**src/rtl/uart_tx_fifo_if.sv**
```systemverilog
// uart_tx_fifo_if
//   Host-side valid/ready word channel feeding uart_tx_fifo.
//   tx_data  : word to transmit (DATA_BITS wide)
//   tx_valid : tx_data holds a word to send
//   tx_ready : transmitter FIFO can accept a word this edge
//   master modport: host logic; slave modport: uart_tx_fifo.
interface uart_tx_fifo_if #(
  parameter int DATA_BITS = 8
);
  logic [DATA_BITS-1:0] tx_data;
  logic                 tx_valid;
  logic                 tx_ready;

  modport master (
    output tx_data,
    output tx_valid,
    input  tx_ready
  );

  modport slave (
    input  tx_data,
    input  tx_valid,
    output tx_ready
  );
endinterface

```
**src/rtl/uart_tx_fifo.sv**
```systemverilog
// uart_tx_fifo
//   UART transmitter with an input FIFO. Words arrive on a valid/ready
//   channel, are buffered, and are sent LSB-first as
//   start(0) / DATA_BITS data / optional parity / STOP_BITS stop(1).
//   Consecutive frames are sent with no idle gap between them.
// Ports:
//   uart_clock : clock, rising edge
//   uart_reset : asynchronous reset, active low
//   host       : valid/ready word channel (slave side)
//   uart_d_out : serial line, idle high, registered
//   tx_busy    : a frame is in progress
//   tx_done    : high during the last cycle of each frame's last stop bit
//   fifo_count : number of words currently buffered
module uart_tx_fifo #(
  parameter logic [27:0] CLOCK_FREQ = 28'd100_000_000,
  parameter logic [23:0] BAUD_RATE  = 24'd2_000_000,
  parameter int          DATA_BITS  = 8,
  parameter int          PARITY     = 0,
  parameter int          STOP_BITS  = 1,
  parameter int          FIFO_DEPTH = 4,
  localparam int         AW         = $clog2(FIFO_DEPTH)
) (
  input  logic           uart_clock,
  input  logic           uart_reset,
  uart_tx_fifo_if.slave  host,
  output logic           uart_d_out,
  output logic           tx_busy,
  output logic           tx_done,
  output logic [AW:0]    fifo_count
);

  localparam logic [27:0]   DIVISOR    = CLOCK_FREQ / {4'd0, BAUD_RATE};
  localparam logic [23:0]   BAUD_LAST  = 24'(DIVISOR - 28'd1);
  localparam logic [3:0]    DATA_LAST  = 4'(DATA_BITS - 1);
  localparam logic [3:0]    STOP_LAST  = 4'(STOP_BITS - 1);
  localparam logic          HAS_PARITY = (PARITY != 0);
  localparam logic          ODD_PARITY = (PARITY == 1);
  localparam logic [AW:0]   DEPTH_VAL  = (AW + 1)'(FIFO_DEPTH);

  // Reject parameter sets the datapath cannot represent.
  generate
    if (DIVISOR < 28'd2 || DIVISOR > 28'h100_0000) begin : g_bad_divisor
      $error("uart_tx_fifo: CLOCK_FREQ/BAUD_RATE must be in 2..2^24");
    end
    if (DATA_BITS < 5 || DATA_BITS > 9) begin : g_bad_data_bits
      $error("uart_tx_fifo: DATA_BITS must be 5..9");
    end
    if (PARITY < 0 || PARITY > 2) begin : g_bad_parity
      $error("uart_tx_fifo: PARITY must be 0, 1 or 2");
    end
    if (STOP_BITS < 1 || STOP_BITS > 2) begin : g_bad_stop_bits
      $error("uart_tx_fifo: STOP_BITS must be 1 or 2");
    end
    if (FIFO_DEPTH < 2 || (FIFO_DEPTH & (FIFO_DEPTH - 1)) != 0) begin : g_bad_depth
      $error("uart_tx_fifo: FIFO_DEPTH must be a power of two, at least 2");
    end
  endgenerate

  // ---------------------------------------------------------------- FIFO
  logic [DATA_BITS-1:0] mem [FIFO_DEPTH];
  logic [AW-1:0]        wr_ptr_reg;
  logic [AW-1:0]        rd_ptr_reg;
  logic [AW:0]          count_reg;
  logic                 full;
  logic                 empty;
  logic                 push;
  logic                 pop;
  logic [DATA_BITS-1:0] head_word;

  assign full          = (count_reg == DEPTH_VAL);
  assign empty         = (count_reg == '0);
  assign push          = host.tx_valid && !full;
  assign host.tx_ready = !full;
  assign fifo_count    = count_reg;
  // The head word is captured straight into the shift register on pop,
  // so that register acts as the read register of the buffer.
  assign head_word     = mem[rd_ptr_reg];

  always_ff @(posedge uart_clock) begin
    if (push) begin
      mem[wr_ptr_reg] <= host.tx_data;
    end
  end

  always_ff @(posedge uart_clock or negedge uart_reset) begin
    if (!uart_reset) begin
      wr_ptr_reg <= '0;
      rd_ptr_reg <= '0;
      count_reg  <= '0;
    end else begin
      if (push) begin
        wr_ptr_reg <= wr_ptr_reg + 1'b1;
      end
      if (pop) begin
        rd_ptr_reg <= rd_ptr_reg + 1'b1;
      end
      case ({push, pop})
        2'b10:   count_reg <= count_reg + 1'b1;
        2'b01:   count_reg <= count_reg - 1'b1;
        default: count_reg <= count_reg;
      endcase
    end
  end

  // ----------------------------------------------------------------- FSM
  typedef enum logic [2:0] {
    S_IDLE   = 3'd0,
    S_START  = 3'd1,
    S_DATA   = 3'd2,
    S_PARITY = 3'd3,
    S_STOP   = 3'd4
  } state_t;

  state_t               state_reg,  state_next;
  logic [23:0]          baud_reg,   baud_next;
  logic [3:0]           bit_reg,    bit_next;
  logic [DATA_BITS-1:0] shift_reg,  shift_next;
  logic                 parity_reg, parity_next;
  logic                 line_reg,   line_next;
  logic                 bit_end;

  assign bit_end    = (baud_reg == BAUD_LAST);
  assign uart_d_out = line_reg;
  assign tx_busy    = (state_reg != S_IDLE);

  always_ff @(posedge uart_clock or negedge uart_reset) begin
    if (!uart_reset) begin
      state_reg  <= S_IDLE;
      baud_reg   <= '0;
      bit_reg    <= '0;
      shift_reg  <= '0;
      parity_reg <= 1'b0;
      line_reg   <= 1'b1;
    end else begin
      state_reg  <= state_next;
      baud_reg   <= baud_next;
      bit_reg    <= bit_next;
      shift_reg  <= shift_next;
      parity_reg <= parity_next;
      line_reg   <= line_next;
    end
  end

  // line_next is the value the line takes for the coming cycle, so the
  // registered output changes on the same edge as the state.
  always_comb begin
    state_next  = state_reg;
    baud_next   = baud_reg + 24'd1;
    bit_next    = bit_reg;
    shift_next  = shift_reg;
    parity_next = parity_reg;
    line_next   = line_reg;
    pop         = 1'b0;
    tx_done     = 1'b0;

    case (state_reg)
      S_IDLE: begin
        baud_next = '0;
        bit_next  = '0;
        line_next = 1'b1;
        if (!empty) begin
          pop        = 1'b1;
          state_next = S_START;
          line_next  = 1'b0;
        end
      end

      S_START: begin
        if (bit_end) begin
          baud_next  = '0;
          bit_next   = '0;
          state_next = S_DATA;
          line_next  = shift_reg[0];
        end
      end

      S_DATA: begin
        if (bit_end) begin
          baud_next = '0;
          if (bit_reg == DATA_LAST) begin
            bit_next = '0;
            if (HAS_PARITY) begin
              state_next = S_PARITY;
              line_next  = parity_reg;
            end else begin
              state_next = S_STOP;
              line_next  = 1'b1;
            end
          end else begin
            bit_next   = bit_reg + 4'd1;
            shift_next = shift_reg >> 1;
            line_next  = shift_reg[1];
          end
        end
      end

      S_PARITY: begin
        if (bit_end) begin
          baud_next  = '0;
          bit_next   = '0;
          state_next = S_STOP;
          line_next  = 1'b1;
        end
      end

      S_STOP: begin
        if (bit_end) begin
          baud_next = '0;
          if (bit_reg == STOP_LAST) begin
            tx_done  = 1'b1;
            bit_next = '0;
            // Chain straight into the next start bit when a word waits.
            if (!empty) begin
              pop        = 1'b1;
              state_next = S_START;
              line_next  = 1'b0;
            end else begin
              state_next = S_IDLE;
              line_next  = 1'b1;
            end
          end else begin
            bit_next = bit_reg + 4'd1;
          end
        end
      end

      default: begin
        state_next = S_IDLE;
        baud_next  = '0;
        bit_next   = '0;
        line_next  = 1'b1;
      end
    endcase

    // Parity is fixed at pop time from the whole word.
    if (pop) begin
      shift_next  = head_word;
      parity_next = (^head_word) ^ ODD_PARITY;
    end
  end

endmodule

```
**src/flat_wrapper.sv**
```systemverilog
// flat-port wrapper written by rule: the top's interface ports become plain ports
module uart_tx_fifo_flat 
#(
  parameter logic [27:0] CLOCK_FREQ = 28'd100_000_000,
  parameter logic [23:0] BAUD_RATE  = 24'd2_000_000,
  parameter int          DATA_BITS  = 8,
  parameter int          PARITY     = 0,
  parameter int          STOP_BITS  = 1,
  parameter int          FIFO_DEPTH = 4,
  localparam int         AW         = $clog2(FIFO_DEPTH)
)
  (uart_clock, uart_reset, uart_d_out, tx_busy, tx_done, fifo_count, host_tx_data, host_tx_valid, host_tx_ready);
  uart_tx_fifo_if #(.DATA_BITS(DATA_BITS)) host_i ();
  input  logic uart_clock;
  input  logic uart_reset;
  output logic uart_d_out;
  output logic tx_busy;
  output logic tx_done;
  output logic [AW:0] fifo_count;
  input wire logic [$bits(host_i.tx_data)-1:0] host_tx_data;
  input wire logic [$bits(host_i.tx_valid)-1:0] host_tx_valid;
  output wire logic [$bits(host_i.tx_ready)-1:0] host_tx_ready;
  assign host_i.tx_data = host_tx_data;
  assign host_i.tx_valid = host_tx_valid;
  assign host_tx_ready = host_i.tx_ready;
  uart_tx_fifo #(.CLOCK_FREQ(CLOCK_FREQ), .BAUD_RATE(BAUD_RATE), .DATA_BITS(DATA_BITS), .PARITY(PARITY), .STOP_BITS(STOP_BITS), .FIFO_DEPTH(FIFO_DEPTH)) u_core (.uart_clock(uart_clock), .uart_reset(uart_reset), .host(host_i), .uart_d_out(uart_d_out), .tx_busy(tx_busy), .tx_done(tx_done), .fifo_count(fifo_count));
endmodule
```
**config.mk**
```make
export PLATFORM = sky130hd
export DESIGN_NAME = uart_tx_fifo_flat
export DESIGN_NICKNAME = d
export VERILOG_FILES = /design/src/rtl/uart_tx_fifo_if.sv /design/src/rtl/uart_tx_fifo.sv /design/src/flat_wrapper.sv
export SDC_FILE = /design/constraint.sdc
export NUM_CORES = 1
export LEC_CHECK = 0
export ABC_AREA = 1
export CAP_MARGIN = 30
export CORE_UTILIZATION = 45
export DETAILED_ROUTE_END_ITERATION = 10
export GPL_ROUTABILITY_DRIVEN = 0
export GPL_TIMING_DRIVEN = 0
export PLACE_DENSITY = 0.61
export SKIP_LAST_GASP = 1
export SLEW_MARGIN = 20
export SYNTH_ARGS = -nofsm -noshare
export SYNTH_HDL_FRONTEND = slang
export SYNTH_SLANG_ARGS = --single-unit
```
**constraint.sdc**
```tcl
create_clock -name uart_clock -period 6.86 [get_ports uart_clock]
set_input_delay 1.029 -clock uart_clock [delete_from_list [all_inputs] [get_ports uart_clock]]
set_output_delay 1.029 -clock uart_clock [all_outputs]
set_load 0.005 [all_outputs]
```
# Yosys cells after proc, flatten, opt, wreduce, memory -nomap -nowiden
# Memory sizes are Yosys's and may differ from the RTL's.
# Cells that the tools add are included.
# classes
n_addsub	6
n_eq_ne	18
mux	39
reduce_logical	15
# op_table
cell	n
two-way mux 24 bit	2
two-way mux 8 bit	4
adder 24 x 1 -> 24 bit (second input constant)	1
== test 24 x 6 -> 1 bit (second input constant)	1
two-way mux 3 bit	7
two-way mux 4 bit	5
two-way mux 1 bit	16
inequality test 2 x 1 -> 1 bit (second input constant)	8
one-hot mux 3 bit (5 select lines)	1
one-hot mux 4 bit (3 select lines)	1
AND reduction 7 bit	1
== test 3 x 2 -> 1 bit (second input constant)	2
== test 3 bit (second input constant)	2
zero test 3 bit	2
one-hot mux 3 bit (2 select lines)	1
AND reduction 3 bit	2
nonzero test 2 bit	3
one-hot mux 1 bit (5 select lines)	1
AND reduction 5 bit	1
adder 2 x 1 -> 2 bit (second input constant)	2
adder 4 x 1 -> 4 bit (second input constant)	1
== test 4 x 3 -> 1 bit (second input constant)	1
zero test 4 bit	1
OR reduction 4 bit	1
11 further kinds	11
# word_totals
register_bits	47
mem_bits_rw	32
inputBits	11
out_inout_bits	7
mem_count	1
# mem_list
name	depth	width	read_ports	rd_ports_with_merged_regs	write_ports	line_no	rtl
u_core.mem	4	8	1	0	1	uart_tx_fifo.sv:60	logic [DATA_BITS-1:0] mem [FIFO_DEPTH];

# Depth between registers and ports, before layout
# Gate-level depths: netlist of the first run.
# logic_depth
word_depth	7
depth_mapped	15

# Worst setup path before layout of the first run
# Ideal clock, no wire load.
# synth_path
path_kind	flip-flop to output port
start	reg u_core.baud_reg[1]
end	out tx_done
arrival_ps	1304
t_required_ps	5831
setup_slack_ps	4527
path_stages_with_launch	11
path_buffers	0
cell_sequence	dfrtp_1 > inv_1 > ha_1 > inv_1 > nor2_1 > nand2_1 > nor2_8 > inv_2 > nor2_8 > nand2_2 > nor2_1
# synth_via
elab_chain_len	3
# synth_rtl
element	line_no	rtl
from (decl)	uart_tx_fifo.sv:115	logic [23:0] baud_reg, baud_next;
from (signal assigned)	uart_tx_fifo.sv:136	baud_reg <= baud_next;
== test 24 x 6 -> 1 bit	uart_tx_fifo.sv:122	assign bit_end = (baud_reg == BAUD_LAST);
two-way mux 1 bit	uart_tx_fifo.sv:207	if (bit_end) begin
two-way mux 1 bit	uart_tx_fifo.sv:156	case (state_reg)
to (decl)	flat_wrapper.sv:18	output logic tx_done;
# No other way between the ends.

# Worst setup path after layout of the first run
# Same ends and word-level chain as after synthesis.

==> results of run 1 <==
placed cells by master, fill, tap and decap left out, types with 2 or more instances in the layout:
cell              n
clkdlybuf4s50_1  16
o21ai_1           4
clkbuf_8          9
clkbuf_1          2
xnor2_1           3
o21ai_0          29
nor2_8            2
nand2_4           3
nand2_1          80
buf_2             3
inv_6             3
o22ai_1           8
ha_1              9
nor3_1           10
nor2_4            2
nand4_1           6
xor2_1            7
nor2_1           94
nand3_2           2
nand2_2           5
nand3_1          29
dfrtp_1          46
buf_4             2
bufinv_16         2
a21oi_1          16
inv_2             5
edfxtp_1         32
inv_1            56
nor2_2           13
tightest hold or removal path: stages, from the launching register on:
cell,delay (ps)
dfstp_2,380
o21ai_1,60
nand2_1,60
per-layer routing:
layer	part of all wire, %	wire length, um	GRT usage, %	up-vias
met5	0	0	0	-
met1	46	3678	23.06	1425
met4	1.8	146	6.109	0
met3	2.8	226	3.885	14
met2	49	3960	30.72	36
li1	-	-	-	1600
logic make-up after synthesis:
kind of cell	count (synthesis)
and+or+nand+nor	248
DFF	79
buffers and inverters	69
AOI/OAI and AO/OA	60
xor gates and xnor gates	10
adders and majority gates	10
path summary, 6_finish.rpt:
| check | start | end | slack (ps) | cells past startpoint |
|---|---|---|---|---|
| setup / recovery | u_core.baud_reg[1]$_DFF_PN0_ | tx_done | 3520 | 11 |
| hold / removal | u_core.uart_d_out$_DFFE_PN1P_ | u_core.uart_d_out$_DFFE_PN1P_ | 500 | 2 |
| setup reg to reg | u_core.baud_reg[1]$_DFF_PN0_ | u_core.fifo_count[2]$_DFFE_PN0P_ | 4350 | 15 |
| hold reg to reg | u_core.uart_d_out$_DFFE_PN1P_ | u_core.uart_d_out$_DFFE_PN1P_ | 500 | 2 |
| max in group asynchronous | uart_reset | u_core.uart_d_out$_DFFE_PN1P_ | 5570 | 2 |
| min in group asynchronous | uart_reset | u_core.baud_reg[9]$_DFF_PN0_ | 690 | 1 |
where the power goes:
group	internal, uW	total (uW)	switching, uW
Combinational	234	638	405
Clock	209	390	181
Sequential	606	662	55.8
final cells by class:
cell class	instances	area [sq um]
Fill cell	838	4113
Sequential cell	79	2138
Multi-Input combinational cell	328	1680
Inverter	62	234.0
Timing Repair Buffer	18	192.7
Tap cell	108	135.1
Clock buffer	9	123.9
Clock inverter	7	102.6
Buffer	7	43.79
stage by stage:
| stage | cell area (sq um) | utilization [%] |
|---|---|---|
| 3_5_place_dp | 4424 | 50.49 |
| 4_1_cts | 4651 | 53.07 |
| 2_1_floorplan | 4096 | - |
| 3_3_place_gp | 4402 | 50.23 |
| 5_1_grt | 4651 | 53.07 |
| 6_report | 4651 | 53.07 |
==> impl_metrics.py, run 1 <==
metrics = {
    "finish": {
        "drive_above_1_share_pct": 11.37,
        "area_growth_syn_to_layout_pct": 13.53,
        "layout.cells.non_filler": 618,
        "fin_nets": 526,
        "insertedDiodeCount": 0,
        "largest_register_ffs": 32,
    },
    "setup_path": {
        "cp_data_arrival_time_ps": 2310,
        "cp-end-kind": "primary output",
        "required_ps": 5830,
        "critPathMaxFanout": 8,
        "critPathSlowestCell": "clkdlybuf4s50_1",
        "cp_top_family": "buffers and inverters",
        "crit_type": "flop to primary output",
        "max_stage_delay_ps": 510,
        "crit_buf_inv": 4,
        "crit_chain": "inv_1 -> ha_1 -> inv_1 -> nor2_1 -> nand2_1 -> nor2_8 -> inv_2 -> nor2_8 -> nand2_2 -> nor2_1 -> clkdlybuf4s50_1",
        "worstSetupStartpointType": "flop",
    },
    "yosys": {
        "synth_top_area_share_pct": 28.10,
        "synth_top_family_by_area": "simple AND/OR/NAND/NOR gates",
        "synthAdderAreaFrac_pct": 3.238,
        "synth-seq-cells": 79,
        "synth-edff-count": 32,
        "yosysMostFrequentCell": "nor2_1",
        "synth_common_cells": "nor2_1, nand2_1, inv_1",
        "syn-instance-count": 476,
        "avgSynthCellArea_sq_um": 8.606,
        "synth_top_cell_by_area": "dfrtp_1",
        "ys_warn_count": 0,
        "synthDistinctLibCells": 34,
        "syn_area_sq_um": 4096,
        "synthXorXnorAreaFrac_pct": 2.138,
        "ys_seq_area_share_pct": 52.20,
        "synth_compound_area_share_pct": 7.758,
        "synthFlopType": "dfrtp_1",
        "synth_area_leaders": "dfrtp_1, edfxtp_1, nor2_1",
        "synth_nets": 497,
        "muxShareOfSynthArea_pct": 0,
        "synthArstFlopShare_pct": 59.49,
        "synthSimpleGateAreaFrac_pct": 27.89,
    },
    "job": {
        "cap_violations": 0,
    },
    "sta": {
        "rsz0062_at_grt": "false",
        "finalSetupTns_ps": 0,
        "post-route-min-period_ps": 3342,
        "fmax_ghz": 0.2993,
        "hold_slack_ps": 497.6,
        "finalSetupViolations": 0,
        "tightest_slew_ps": 767.8,
        "max-slew-margin-rel_pct": 48.63,
        "skew_ps": 9.545,
        "period_share_pct": 48.71,
        "maxSlewViolCount": 0,
        "final_hold_viol_count": 0,
        "layout_setup_ws_ps": 3518,
    },
    "clocking": {
        "cts_max_level": 3,
        "cts_made_buffers": 9,
        "worst_skew_pair.late_latency_ps": 360,
        "ctsHoldBuffers": 0,
        "root_buffer": "clkbuf_8",
        "clock_path_buffers": 2,
        "cts.sinks": 79,
        "clk_pin_slew_ps": 80,
        "cts_resized": 0,
        "tritoncts": "yes",
        "post_cts_buffers": 0,
    },
    "global_route": {
        "grt_max_degree": 26,
        "antenna_found_initial": 0,
        "overflow": 0,
        "grt_pass1_wl_mm": 13.81,
        "grt_pass1_vias": 3000,
        "track_usage_pct": 18.15,
    },
    "drt": {
        "drt_iter0_drc": 101,
        "drt_wl_total_mm": 8.011,
        "drcViolationCount": 0,
        "dr.pass1.iters": 4,
        "vias": 3075,
        "wl_per_cell_um": 12.96,
        "via_per_inst": 4.976,
        "postRouteAntennaNets": 0,
    },
    "placement": {
        "port_buffers": 17,
        "dp_cells": 602,
        "dp_hpwl_mm": 6.068,
        "place_ws_ps": 3880,
    },
    "floorplan": {
        "io_pins": 18,
        "initial_utilization_pct": 46.74,
        "num_rows": 34,
        "die_w_um": 97.41,
        "core-area_sq_um": 8763,
        "dieArea_sq_um": 9489,
        "die_h_um": 97.41,
    },
    "hold_path": {
        "hold_class": "flop to flop",
    },
    "power": {
        "p_leak_uw": 0.001995,
        "irDropWorstVdd_mv": 0.1961,
        "powerDensity_nw_per_um2": 363.4,
        "total_power_uw": 1690,
    },
    "status": {
        "outcome": "complete, no violations",
    },
}
Power figures use the tool's default switching activity.
==> inputs of run 2 (changes only) <==
==> constraint.sdc (replaced) <==
create_clock -name uart_clock -period 3.15 [get_ports uart_clock]
set_input_delay 0.4725 -clock uart_clock [delete_from_list [all_inputs] [get_ports uart_clock]]
set_output_delay 0.4725 -clock uart_clock [all_outputs]
set_load 0.005 [all_outputs]
==> results of run 2 <==
The final DEF is identical to that of run 1. Status: complete, no violations.
Among the figures that moved: setup slack after placement 3880 ps -> 615.6 ps; setup slack after layout 3518 ps -> 364.9 ps; hold slack 497.6 ps -> 129.9 ps; register-to-register setup slack 4350 ps -> 640 ps; total power 1690 uW -> 3681 uW; worst IR drop on VDD 0.1961 mV -> 0.4271 mV
==> variant (settings of run 1) <==
`FIFO_DEPTH` is set to 4 in 2 places; all go to 8.
--- a/src/rtl/uart_tx_fifo.sv
+++ b/src/rtl/uart_tx_fifo.sv
@@ -19,3 +19,3 @@
   parameter int          STOP_BITS  = 1,
-  parameter int          FIFO_DEPTH = 4,
+  parameter int          FIFO_DEPTH = 8,
   localparam int         AW         = $clog2(FIFO_DEPTH)
--- a/src/flat_wrapper.sv
+++ b/src/flat_wrapper.sv
@@ -8,3 +8,3 @@
   parameter int          STOP_BITS  = 1,
-  parameter int          FIFO_DEPTH = 4,
+  parameter int          FIFO_DEPTH = 8,
   localparam int         AW         = $clog2(FIFO_DEPTH)
Ports: changed (resized fifo_count); port bits go from 18 to 19. No check against the original RTL was run, so the function may have changed too.
==> variant against run 1 <==
- sequential cell count grew 35
- area after synthesis increased by 31%
- worst setup slack better by 97 ps
- first-iteration DRC count rose to 3.0 times the old value
- wire length up 48%
- design area increased by 36%
- clock skew down 2.8 ps
- power is 12% higher
- highest routed layer unchanged
==> variant: results (changes against run 1) <==
stage;metric;value;unit;change
layout;non-clk buf share;3.76;%;-1.3 points
yosys;Synth cell types;38;;+12%
hold_path;Min-Delay Startpoint;u_core.baud_reg[0];;
place;post-placement worst setup slack;3740;ps;-141 ps
hold_path;Hold Path End;u_core.baud_reg[0];;
layout;final core occ;54.9;%;+1.8 points
clocking;clk slew on worst S/H paths;50;ps;-30 ps
layout;Non-Filler Instances;771;;+25%
global_route;GRT Util Overall;21.0;%;+2.8 points
yosys;Post-synth EDFFs;64;;+100%
detailed_routing;via/cell ratio;5.31;;+6.8%
place;IO Port Bufs;18;;+1
critical_path;r2r setup slk;4070;ps;-280 ps
layout;Layout Nets;635;;+21%
global_route;largest net degree at the start of global routing;51;;+96%
outcome;status;finished clean;;
clocking;clk_lat worst skew;420;ps;+60 ps
clocking;number of buffers created by CTS;17;;+8
hold_path;WHS Path Cells;1;;-1
layout;Signal inverters;54;;-13%
yosys;Main synth FF type;edfxtp_1;;
yosys;Synth top cells by count;nand2_1 (107), nor2_1 (104), edfxtp_1 (64), dfrtp_1 (49), inv_1 (44);;
detailed_routing;DR pass1 iterations;5;;+1
pwr;leakage power;2.59;nW;+30%
global_route;global-route wire length before repair;19400;µm;+41%
place;placed insts;738;;+23%
detailed_routing;DRT iter0 DRCs;306;;+200%
layout;Largest register FFs;64;;+100%
timing;Least-Margin Pin Slew;872;ps;+105 ps
timing;skew final;6.76;ps;-2.78 ps
yosys;post-synthesis async set-or-reset flop share;43.9;%;-16 points
detailed_routing;final wirelength;11900;µm;+48%
place;DP Area;5740;µm²;+30%
## variant: changes by cell type after synthesis, moves of 5 or more
cell,before,now
edfxtp_1,32,64
clkbuf_1,2,8
inv_1,56,44
nand4_1,6,15
nor2_1,94,104
o21ai_1,4,17
nor2_2,13,8
o21ai_0,29,37
nand3_1,29,35
nand2_1,80,107
## variant: power by group
part | switching, mW | internal (mW) | total, mW
Combinational | 0.120 | 0.0727 | 0.192
Clock | 0.348 | 0.507 | 0.855
Sequential | 0.0338 | 0.806 | 0.840
## variant: cells by family (layout without fill, tap and decap cells)
family | count (synthesis) | in the layout | share of synthesized area (%)
simple gates | 292 | 292 | 23.8
buf+inv | 66 | 117 | 4.76
xor+xnor | 12 | 12 | 1.95
compound gates | 84 | 84 | 8.39
fa+ha+maj | 9 | 9 | 2.09
flops | 114 | 114 | 59.0
## variant: metal layers
layer  wire, µm  global-route usage [%]  vias up
met5          0                       0        -
met4        250                    10.5        0
met3        587                    5.55       18
met2       5830                    33.6      100
met1       5230                    26.3     1942
li1           -                       -     2036
